<file path="src/rtl/game_input_ctrl.sv">
// Game input front end: three debounced push-buttons, a PLAY-state skip timer
// and a free-running LFSR random bit. The random output is rand_bit (rand is a reserved word).
module game_input_ctrl #(
    parameter int          DB_CYCLES   = 500000,
    parameter int          SKIP_CYCLES = 100000000,
    parameter logic [15:0] LFSR_SEED   = 16'hACE1
) (
    input  logic Clk,
    input  logic Reset,
    input  logic BtnL_raw,
    input  logic BtnR_raw,
    input  logic BtnC_raw,
    input  logic Enable,
    output logic LEFT_Btn,
    output logic RIGHT_Btn,
    output logic StartAck,
    output logic Pulse,
    output logic rand_bit
);

    localparam int CNT_W  = $clog2(DB_CYCLES + 1);
    localparam int SKIP_W = $clog2(SKIP_CYCLES + 1);

    localparam logic [CNT_W-1:0]  DB_LAST   = CNT_W'(DB_CYCLES - 1);
    localparam logic [SKIP_W-1:0] SKIP_LAST = SKIP_W'(SKIP_CYCLES - 1);
    localparam logic [15:0]       SEED_EFF  = (LFSR_SEED == 16'h0000) ? 16'h0001 : LFSR_SEED;

    localparam logic [1:0] IDLE         = 2'd0;
    localparam logic [1:0] WAIT_PRESS   = 2'd1;
    localparam logic [1:0] PRESSED      = 2'd2;
    localparam logic [1:0] WAIT_RELEASE = 2'd3;

    // Bit order for all per-button vectors: [0]=left, [1]=right, [2]=center.
    logic [2:0] sync_1;
    logic [2:0] level;
    logic [2:0] press;

    // NOTE: sequential state uses non-blocking assignments so every flop samples pre-edge values.
    always_ff @(posedge Clk or posedge Reset) begin
        if (Reset) begin
            sync_1 <= '0;
            level  <= '0;
        end else begin
            sync_1 <= {BtnC_raw, BtnR_raw, BtnL_raw};
            level  <= sync_1;
        end
    end

    for (genvar b = 0; b < 3; b++) begin : g_btn
        logic [1:0]       state;
        logic [CNT_W-1:0] count;
        logic [CNT_W-1:0] count_inc;
        logic             qualified;

        // Qualify on the cycle the count reaches DB_LAST, so the IDLE cycle counts as the first stable one.
        assign count_inc = count + 1'b1;
        assign qualified = (count_inc >= DB_LAST);

        always_ff @(posedge Clk or posedge Reset) begin
            if (Reset) begin
                state <= IDLE;
                count <= '0;
            end else begin
                case (state)
                    IDLE: begin
                        if (level[b]) begin
                            state <= WAIT_PRESS;
                            count <= '0;
                        end
                    end
                    WAIT_PRESS: begin
                        if (!level[b])
                            state <= IDLE;
                        else if (qualified)
                            state <= PRESSED;
                        else
                            count <= count_inc;
                    end
                    PRESSED: begin
                        state <= WAIT_RELEASE;
                        count <= '0;
                    end
                    WAIT_RELEASE: begin
                        if (level[b])
                            count <= '0;
                        else if (qualified)
                            state <= IDLE;
                        else
                            count <= count_inc;
                    end
                    default: state <= IDLE;
                endcase
            end
        end

        // High on the edge that enters PRESSED; the registered pulse spans exactly the PRESSED cycle.
        assign press[b] = (state == WAIT_PRESS) && level[b] && qualified;
    end

    logic left_next;
    logic right_next;

    assign left_next  = press[0] & Enable;
    assign right_next = press[1] & Enable & ~left_next;

    always_ff @(posedge Clk or posedge Reset) begin
        if (Reset) begin
            LEFT_Btn  <= 1'b0;
            RIGHT_Btn <= 1'b0;
            StartAck  <= 1'b0;
        end else begin
            LEFT_Btn  <= left_next;
            RIGHT_Btn <= right_next;
            StartAck  <= press[2];
        end
    end

    logic [SKIP_W-1:0] skip_count;

    // A button pulse wins over the terminal count, so Pulse never coincides with a button.
    always_ff @(posedge Clk or posedge Reset) begin
        if (Reset) begin
            skip_count <= '0;
            Pulse      <= 1'b0;
        end else if (!Enable || left_next || right_next) begin
            skip_count <= '0;
            Pulse      <= 1'b0;
        end else if (skip_count == SKIP_LAST) begin
            skip_count <= '0;
            Pulse      <= 1'b1;
        end else begin
            skip_count <= skip_count + 1'b1;
            Pulse      <= 1'b0;
        end
    end

    logic [15:0] lfsr;

    // Fibonacci form of x^16+x^14+x^13+x^11+1, shifting right.
    always_ff @(posedge Clk or posedge Reset) begin
        if (Reset) begin
            lfsr     <= SEED_EFF;
            rand_bit <= 1'b0;
        end else begin
            lfsr     <= {lfsr[0] ^ lfsr[2] ^ lfsr[3] ^ lfsr[5], lfsr[15:1]};
            rand_bit <= lfsr[0];
        end
    end

endmodule

</file>
<file path="config.mk">
export PLATFORM = sky130hd
export DESIGN_NAME = game_input_ctrl
export DESIGN_NICKNAME = d
export VERILOG_FILES = /design/src/rtl/game_input_ctrl.sv
export SDC_FILE = /design/constraint.sdc
export NUM_CORES = 1
export LEC_CHECK = 0
export ABC_AREA = 1
export BUFFER_PORTS_ARGS = -buffer_cell sky130_fd_sc_hd__buf_4
export CAP_MARGIN = 20
export CELL_PAD_IN_SITES_DETAIL_PLACEMENT = 1
export CELL_PAD_IN_SITES_GLOBAL_PLACEMENT = 2
export CORE_UTILIZATION = 37
export DETAILED_ROUTE_END_ITERATION = 16
export HOLD_SLACK_MARGIN = 0.15
export PLACE_DENSITY_LB_ADDON = 0.1
export SYNTH_ARGS = -nofsm -noshare
export SYNTH_HDL_FRONTEND = slang
export SYNTH_SLANG_ARGS = --single-unit
</file>
<file path="constraint.sdc">
create_clock -name Clk -period 4.4 [get_ports Clk]
set_clock_uncertainty 0.15 [all_clocks]
set_input_delay 0 -clock Clk [delete_from_list [all_inputs] [get_ports Clk]]
set_output_delay 0 -clock Clk [all_outputs]
set_load 0.01 [all_outputs]
</file>
==> metrics.txt, run 1 <==
flops & latches, synth=117; H-tree Lvls=4; WL/cell=15.48 µm; largest cells by area after synthesis=dfrtp_1 37%, nand2_1 16%, nand3_1 8.2%; crit-path cells=ha_1, nand2_1, nor2_4, nand2_2, nor2_2, xor2_1, inv_1, nand2_1, nand2_1, nand2_1, nand2_2, nand2_4, nand2_4, nand3_4, nor2_1; Cells after Synth=1058; status=finished clean; worst-path cell with the longest stage delay=dfrtp_1; synthesized net count=1071; Die X=143.0 µm; Cell variety after synth=35; CTS Hold Bufs=9; worst skew pair latency=0.42 ns; CP dominant cell by count=nand2_1; CTS Root Buffer Type=clkbuf_16; via count=6852; Ports=11; Max Cap Viol=0; CTS resizes=0; Tcrit/Tclk final=0.7244; DR vias/cell=5.046; top cell type's share of synthesized area=0.3706; Top FF cell, synth=dfrtp_1; final instance area=0.008358 mm²; setup violators final=0; RR Startpoint=g_btn[0].count[1]; met2 Use GR=0.3787; row cnt=51; Post-synth EDFFs=0; Initial Util=0.3781; reg2reg path depth=15; largest net degree at the start of global routing=54; CP bufs+invs=1; Final Hold Viols=0; placed cell area=0.007695 mm²; Top Family by Delay on Critical Path=simple AND/OR/NAND/NOR gates; vias in the first global route=7084; Avg Inst Size Synth=6.956 µm²; max incr delay on CP=0.44 ns; # DRC=0; crit-path max FO=28; diode count=0; min-delay worst type=reg2reg; Final min period=3.187 ns; first drt pass iteration count=5; Ys Warns=0; # clock sinks=117; WS Path Type=reg2reg; Util after Layout=0.4294; P_leak=3.888 nW; Die ar.=0.02046 mm²; routability cong.=0.7905; Post-synth ARST share=1.000; Detailed Place HPWL=14.54 mm; met1 Use GR=0.3039; Port Buffers=10; CTS tree=yes; Worst Hold End=lfsr[13]; # Post-CTS Setup Buffers=0; CTS buffer count=17; Hold Crit Depth=0; count leader, synth=nand2_1; sequential cell area fraction in the yosys report=0.3992; unrepaired setup endpoints after global routing=no; Total GRT Usage=0.2267; global-route wire length before repair=36.08 mm; commonest cells in the netlist=316 x nand2_1, 133 x inv_1, 120 x nand3_1; Final TNS setup=0 ns; P per Cell Area=311.5 mW/mm²; worst hold start=lfsr[14]; terminus of the critical flop-to-flop path=Pulse; WP data required=4.58 ns; Congestion Overflow GR=0; GR Util met3=0.04225; maximum VDD drop=243.8 µV; core area=0.01946 mm²; fmax=313.7 MHz; Most Crowded Layer GR=met2; DRT Wirelength=21.03 mm; Syn Std Cell Area=0.007360 mm²; Rel. slew slack=0.4258; CP endpoint kind=register; CP startpoint kind=register; initial detailed-routing violation count=285; initial antenna violation count=0; Worst-path clk slew=0.06 ns; Crit path arrival time=3.37 ns; die height=143.0 µm; final net count=1093; Area Overhead vs Synth=13.57%; Slew @ Worst Pin=0.8588 ns; post-synthesis cell type with the largest combined area=dfrtp_1; max-slew violations=0; antenna-violating nets left=0; CTS Buffer Depth=2; hold slack=0.2005 ns; setup slack, reg-to-reg=1.21 ns; layout cell share with drive strength beyond 1=0.09607
==> final cells by class <==
class                           instances  area (µm²)
Sequential cell                       117        2938
Timing Repair Buffer                   25       210.2
Multi-Input combinational cell        783        3792
Clock inverter                         10       98.84
Fill cell                            2524       11100
Clock buffer                           22       474.2
Tap cell                              265       331.6
Inverter                              136       513.0
==> cell usage in the layout (no fill, tap or decap), types with 4 or more instances in the layout <==
| master | count |
|---|---|
| o21ai_0 | 48 |
| and2_1 | 5 |
| dfrtp_1 | 109 |
| nor2_1 | 114 |
| nand3_1 | 120 |
| nor3_1 | 11 |
| inv_1 | 132 |
| nand4_1 | 60 |
| nand2_1 | 316 |
| xor2_1 | 23 |
| nor2_2 | 26 |
| clkbuf_16 | 17 |
| or2_2 | 4 |
| clkinv_4 | 4 |
| a21oi_1 | 12 |
| xnor2_1 | 4 |
| dlygate4sd3_1 | 9 |
| buf_4 | 16 |
| dfstp_2 | 8 |
| nor2_4 | 6 |
| nor4_1 | 4 |
| ha_1 | 7 |
==> stage by stage <==
stage / setup WS, ns / instances / total power, mW
after floorplan: 1.162 / 1058 / 1.215
after global placement: 1.269 / 1317 / 1.256
after detailed placement: 1.212 / 1317 / 1.257
after CTS: 1.171 / 1358 / 2.639
after global routing: 0.9114 / 1358 / 2.706
final: 1.213 / 1358 / 2.604
==> kinds of logic after synthesis <==
logic type      count (synthesis)  synth area share
compound gates                 68           0.04794
simple gates                  681            0.4233
buf+inv                       158           0.08552
flops                         117            0.3992
xor+xnor                       27           0.03213
fa+ha+maj                       7           0.01190
==> worst max path at each step <==
stage	start	cells after the start	endpoint	slack, ns
after global routing	g_btn[0].count[1]	15	Pulse	0.91
after detailed placement	g_btn[0].count[1]	15	Pulse	1.21
after global placement	g_btn[0].count[1]	14	skip_count[25]	1.27
after CTS	g_btn[0].count[1]	15	Pulse	1.17
final	g_btn[0].count[1]	15	Pulse	1.21
after floorplan	Reset	1	LEFT_Btn	1.16
==> per-layer routing <==
| layer | routed length, µm | up-vias | part of all wire |
|---|---|---|---|
| li1 | - | 3452 | - |
| met1 | 10550 | 3337 | 0.50 |
| met2 | 9961 | 50 | 0.47 |
| met3 | 376 | 13 | 0.018 |
| met4 | 142 | 0 | 0.0068 |
| met5 | 0 | - | 0 |
==> state kept, by name, indices dropped and copies added, names as in the netlist, named ones only <==
register and count:
rand_bit 1, Pulse 1, level 3, LEFT_Btn 1, sync_1 3, skip_count 27, StartAck 1, g_btn.count 57
lfsr 16, g_btn.state 3, RIGHT_Btn 1
==> report_power, final <==
group	total (mW)	switching [mW]	internal [mW]
clock network	1.36	0.539	0.825
logic	0.126	0.0878	0.0379
registers	1.11	0.0209	1.09
total	2.60	0.648	1.96
Note: power is estimated with default switching activity, not from simulation.
==> run 2: changes to the inputs <==
- CORE_UTILIZATION: 37 -> 33
- clock period: 4.4 -> 2.9 ns (I/O delays scaled with it)
==> run 2 against run 1 <==
Compared with the run above:
- sequential share of layout area fell by 1.1 points
- clock power rose by 61%
- final area rose by 3.4%
- global-route usage fell by 2.4 points
- cell count rose by 2.8%
- wire length rose by 1.4%
- combinational power rose by 59%
==> metrics.txt, run 2 (synthesized netlist as in run 1, its figures left out) <==
status=finished clean; H-tree Lvls=4 (unchanged); CP startpoint kind=register; Largest Register=g_btn.count; antenna-violating nets left=0 (unchanged); CP endpoint kind=register; top routing layer in use=met4; row cnt=54 (+5.9%); routed length on met3=445 µm (+18%); max-slew violations=0 (unchanged); worst skew pair latency=0.42 ns (about the same); Area Overhead vs Synth=17.43%; Final min period=2.676 ns (-0.5111 ns); first drt pass iteration count=4 (-1); vias in the first global route=7060 (-0.34%); Die ar.=0.02290 mm² (+12%); Final TNS setup=0 ns (unchanged); maximum VDD drop=402.7 µV (+65%); core area=0.02182 mm² (+12%); WL/cell=15.27 µm (-1.4%); Crit path arrival time=2.85 ns (-0.52 ns); sequential fraction of design power=0.414 (-0.014); Logic pwr share=0.049 (about the same); Ports=11 (unchanged); CTS Buffer Depth=2 (unchanged); largest net degree at the start of global routing=46 (-15%); setup violators final=0 (unchanged); switching share of power=0.2445 (-0.004260); Worst-path clk slew=0.06 ns (about the same); # clock sinks=117 (unchanged); P per Cell Area=472.5 mW/mm² (+52%); crit-path max FO=16 (-43%); diode count=0 (unchanged); Rel. slew slack=0.4590 (+0.03322); Total GRT Usage=0.2024 (-0.02431); crit-path cells=ha_1, nand2_1, nor2_4, nand2_1, clkinv_1, nand2_1, nand2_1, nand2_1, nand2_1, nor2_4, buf_4, nand3_2, buf_4, nand2_1, nand3_1, o21ai_0; initial detailed-routing violation count=222 (-22%); clock network fraction of total power=0.537 (+0.013); max incr delay on CP=0.42 ns (-0.02 ns); Final Power=4.083 mW (+57%); Congestion Overflow GR=0 (unchanged); met1 wire length=10.53 mm (-0.21%); Die X=151.3 µm (+5.8%); DR vias/cell=4.959 (-1.7%); worst-path cell with the longest stage delay=dfrtp_1; final setup margin=0.2237 ns (-0.9889 ns); Port Buffers=10 (unchanged); WS Path Type=reg2reg; DRT Wirelength=21.32 mm (+1.4%); min-delay worst type=in2async; P_leak=4.014 nW (+3.2%); routability cong.=0.8055 (+1.9%); Initial Util=0.3372 (-0.04091); fmax=373.6 MHz (+19%); CTS buffer count=17 (unchanged); NetSw=0.9982 mW (+54%); Final Non-Filler Cells=1396 (+2.8%); Detailed Place HPWL=15.54 mm (+6.9%); Max Cap Viol=0 (unchanged); WP data required=3.07 ns (-1.51 ns); via count=6923 (+1.0%); # DRC=0 (unchanged); CTS tree=yes; Tcrit/Tclk final=0.9229 (+0.1985); Largest regs=g_btn.count: 57 flops, skip_count: 27 flops, lfsr: 16 flops; initial antenna violation count=0 (unchanged); global-route wire length before repair=35.89 mm (-0.54%); final net count=1116 (+2.1%); CP dominant cell by count=nand2_1; most frequent cells in the layout=316 x nand2_1, 132 x inv_1, 120 x nand3_1; Int Power=3.085 mW (+58%); pre-CTS WS=0.1227 ns (-1.090 ns); CTS Root Buffer Type=clkbuf_16; leading cell type in the layout, fill and taps excluded=nand2_1; length of routed met2 wiring=10.14 mm (+1.8%); number of flip-flops in the largest register=57 (unchanged); layout cell share with drive strength beyond 1=0.1210 (+0.02490); Final Hold Viols=0 (unchanged); placed insts=1353 (+2.7%); reg2reg path depth=16 (+1); die height=151.3 µm (+5.8%); Slew @ Worst Pin=0.8098 ns (-0.04897 ns)
## run 2: changes by cell type in the layout (fill, tap and decap cells not counted), sizes merged
cell         before  now
buf              16   40
bufinv            1    3
clkbuf           22   18
clkinvlp          2    5
dlygate4sd3       9    8
inv             134  133
## run 2: power by group through the flow
stage	registers (mW)	logic (mW)	clock network, mW
final	1.69	0.200	2.19
after global placement	1.72	0.197	0
after global routing	1.69	0.234	2.33
after CTS	1.69	0.206	2.26
after floorplan	1.71	0.133	0
after detailed placement	1.72	0.197	0
## run 2: through the flow
stage | util | hold WS [ns] | area [µm²]
after floorplan | - | -0.1186 | 7363
after global placement | 0.3625 | -0.04056 | 7910
after detailed placement | 0.3625 | -0.03957 | 7910
after CTS | 0.3940 | 0.1602 | 8600
after global routing | 0.3960 | 0.2040 | 8642
final | 0.3960 | 0.1391 | 8642
## run 2: layout make-up
| cell class | count | area (µm²) |
|---|---|---|
| multi-input combinational | 783 | 3810 |
| sequential | 117 | 2940 |
| clock inverter | 14 | 180.2 |
| inverter | 136 | 514.2 |
| tap | 280 | 350.3 |
| timing repair buffer | 48 | 417.9 |
| fill | 2752 | 13180 |
| clock buffer | 18 | 429.2 |
## run 2: timing repair
action | in CTS | in global routing
resized for setup | 0 | 6
endpoints found under the setup margin | 0 | 41
buffers inserted | 0 | 3
hold buffers | 8 | 0
hold endpoints to repair | 133 | 0
## run 2: path summary, 6_finish.rpt
path	start	endpoint	slack, ns
setup / recovery	g_btn[1].count[0]	g_btn[1].count[5]	0.22
hold / removal	Reset	g_btn[2].count[18]	0.14
setup reg to reg	g_btn[1].count[0]	g_btn[1].count[5]	0.22
hold reg to reg	lfsr[14]	lfsr[13]	0.20
max in group asynchronous	Reset	lfsr[15]	1.72
min in group Clk	lfsr[14]	lfsr[13]	0.20
## run 2: critical path, delay by kind of cell, from the launching register on
| family | cells | cell delay [ns] |
|---|---|---|
| and+or+nand+nor | 11 | 1.17 |
| buffers and inverters | 3 | 0.48 |
| DFF | 1 | 0.42 |
| adders and majority gates | 1 | 0.25 |
| AOI/OAI and AO/OA | 1 | 0.10 |
## run 2: metal layers
metal  global-route usage  vias up
met4              0.05250        0
li1                     -     3496
met2               0.3377       64
met1               0.2697     3346
met5                    0        -
met3              0.03343       17
==> run 3: changes to the inputs <==
- CORE_UTILIZATION: 33 -> 25
==> run 3 against run 2 <==
Compared with the run above:
- sequential cell count unchanged
- sequential power hardly changed
- core utilization down 9.1 points
- register-to-register slack gained 0.05 ns
- die area up 32%
- wire length up 8.7%
- total power decreased by 0.24%
- global-route usage fell by 3.9 points
- largest cell class unchanged
==> metrics.txt, run 3 (synthesized netlist as in run 1, its figures left out) <==
status=finished clean; Die ar.=0.03013 mm² (+32%); DR vias/cell=4.643 (-6.4%); Largest Register=g_btn.count; NetSw=0.9890 mW (-0.92%); initial detailed-routing violation count=280 (+26%); maximum VDD drop=352.2 µV (-13%); Tcrit/Tclk final=0.9046 (-0.01824); # clock sinks=117 (unchanged); Rel. slew slack=0.4374 (-0.02159); die height=173.6 µm (+15%); Max Cap Viol=0 (unchanged); worst skew pair latency=0.43 ns (about the same); setup slack, reg-to-reg=0.28 ns (+0.05 ns); Initial Util=0.2550 (-0.08220); layout cell share with drive strength beyond 1=0.1256 (+0.004589); final net count=1123 (+0.63%); DRT Wirelength=23.17 mm (+8.7%); register area=0.002940 mm² (unchanged); antenna-violating nets left=0 (unchanged); vias in the first global route=7396 (+4.8%); WP data required=3.06 ns (about the same); most frequent cells in the layout=316 x nand2_1, 132 x inv_1, 120 x nand3_1; reg2reg path depth=15 (-1); Congestion Overflow GR=0 (unchanged); leading cell type in the layout, fill and taps excluded=nand2_1; switching share of power=0.2428 (-0.001659); routability cong.=0.7664 (-4.9%); # DRC=0 (unchanged); first drt pass iteration count=4 (unchanged); Area Overhead vs Synth=19.62%; P per Cell Area=462.7 mW/mm² (-2.1%); placed insts=1464 (+8.2%); CP startpoint kind=register; Slew @ Worst Pin=0.8408 ns (+0.03098 ns); Largest regs=g_btn.count: 57 flops, skip_count: 27 flops, lfsr: 16 flops; CTS buffer count=17 (unchanged); P_leak=4.044 nW (+0.75%); global-route wire length before repair=39.16 mm (+9.1%); CP endpoint kind=register; setup violators final=0 (unchanged); number of flip-flops in the largest register=57 (unchanged); row cnt=62 (+15%); Int Power=3.084 mW (about the same); Final TNS setup=0 ns (unchanged); diode count=0 (unchanged); CP Launch Point=g_btn[1].count[0]; Ports=11 (unchanged); largest net degree at the start of global routing=82 (+78%); RR Startpoint=g_btn[1].count[0]; Logic pwr share=0.051 (+0.002); via count=6997 (+1.1%); Port Buffers=10 (unchanged); min-delay worst type=reg2reg; CTS tree=yes; Die X=173.6 µm (+15%); unrepaired setup endpoints after global routing=no; Final min period=2.623 ns (-0.05291 ns); WS Path Type=reg2reg; CTS Buffer Depth=2 (unchanged); Final Hold Viols=0 (unchanged); Detailed Place HPWL=16.97 mm (+9.2%); placed cell area=0.008080 mm² (+2.2%); Final Non-Filler Cells=1507 (+8.0%); clock network fraction of total power=0.534 (-0.003); WL/cell=15.37 µm (+0.69%); initial antenna violation count=0 (unchanged); Multi-input gate area=0.003802 mm² (-0.20%); filler instances=3593 (+31%); terminus of the critical flop-to-flop path=skip_count[25]; Crit path arrival time=2.79 ns (-0.06 ns); max-slew violations=0 (unchanged); Total GRT Usage=0.1635 (-0.03891); final instance area=0.008803 mm² (+1.9%); H-tree Lvls=4 (unchanged); Worst-path clk slew=0.06 ns (about the same); fmax=381.2 MHz (+2.0%); crit-path max FO=7 (-9); core area=0.02886 mm² (+32%); CTS Root Buffer Type=clkbuf_16; sequential fraction of design power=0.414 (about the same); CP Capture Point=skip_count[25]
run 3: per-layer routing:
metal | vias up | routed length [µm] | track usage
li1 | 3509 | - | -
met2 | 54 | 10940 | 0.2691
met1 | 3428 | 11640 | 0.2226
met3 | 6 | 471 | 0.02961
met5 | - | 0 | 0
met4 | 0 | 119 | 0.03545
run 3: final cells by class:
type | instances | area share
multi-input combinational | 783 | 0.4319
sequential | 117 | 0.3340
inverter | 136 | 0.05841
clock buffer | 21 | 0.05458
tap | 384 | 0.05458
timing repair buffer | 55 | 0.05230
clock inverter | 11 | 0.01421
run 3: timing repair:
item | in CTS | in global routing
hold endpoints to repair | 143 | 0
hold buffers | 9 | 0
setup endpoints to repair | 0 | 48
setup buffers | 0 | 2
gates resized for setup | 0 | 5
run 3: how the worst min path moves through the flow:
stage               from   endpoint  slack (ns)  depth (start not counted)
2_1_floorplan   BtnL_raw  sync_1[0]       -0.12                          0
3_3_place_gp       Reset   rand_bit        -0.1                          2
3_5_place_dp       Reset    lfsr[1]        -0.1                          2
4_1_cts        sync_1[0]   level[0]        0.19                          0
5_1_grt        sync_1[0]   level[0]        0.20                          0
6_report       sync_1[0]   level[0]        0.19                          0
run 3: power by group through the flow:
stage | Clock (mW) | Combinational (mW) | Sequential, mW
2_1_floorplan | 0 | 0.133 | 1.71
3_3_place_gp | 0 | 0.210 | 1.71
3_5_place_dp | 0 | 0.209 | 1.72
4_1_cts | 2.24 | 0.219 | 1.69
5_1_grt | 2.30 | 0.245 | 1.69
6_report | 2.18 | 0.210 | 1.69
run 3: worst max-delay path, cell delays in order, from the launching register on:
cell and delay [ns]:
dfrtp_2 0.40, ha_1 0.21, nand2_1 0.12, nor2_4 0.22
nand2_1 0.11, clkinv_1 0.13, nand3_1 0.10, nand2_1 0.08
nor2_1 0.05, o21ai_2 0.15, inv_1 0.07, nand2_2 0.15
nand4_2 0.16, nand3_4 0.16, buf_4 0.19, nor2_1 0.06
run 3: metrics by stage:
stage          worst slack, ns    util  total power [mW]  hold slack (ns)
4_1_cts                0.09281  0.3041             4.147           0.1939
3_5_place_dp            0.1194  0.2800             1.925         -0.09760
2_1_floorplan           0.5863       -             1.843          -0.1186
5_1_grt               0.002191  0.3051             4.240           0.1976
3_3_place_gp            0.1667  0.2800             1.925         -0.09677
6_report                0.2766  0.3051             4.073           0.1895
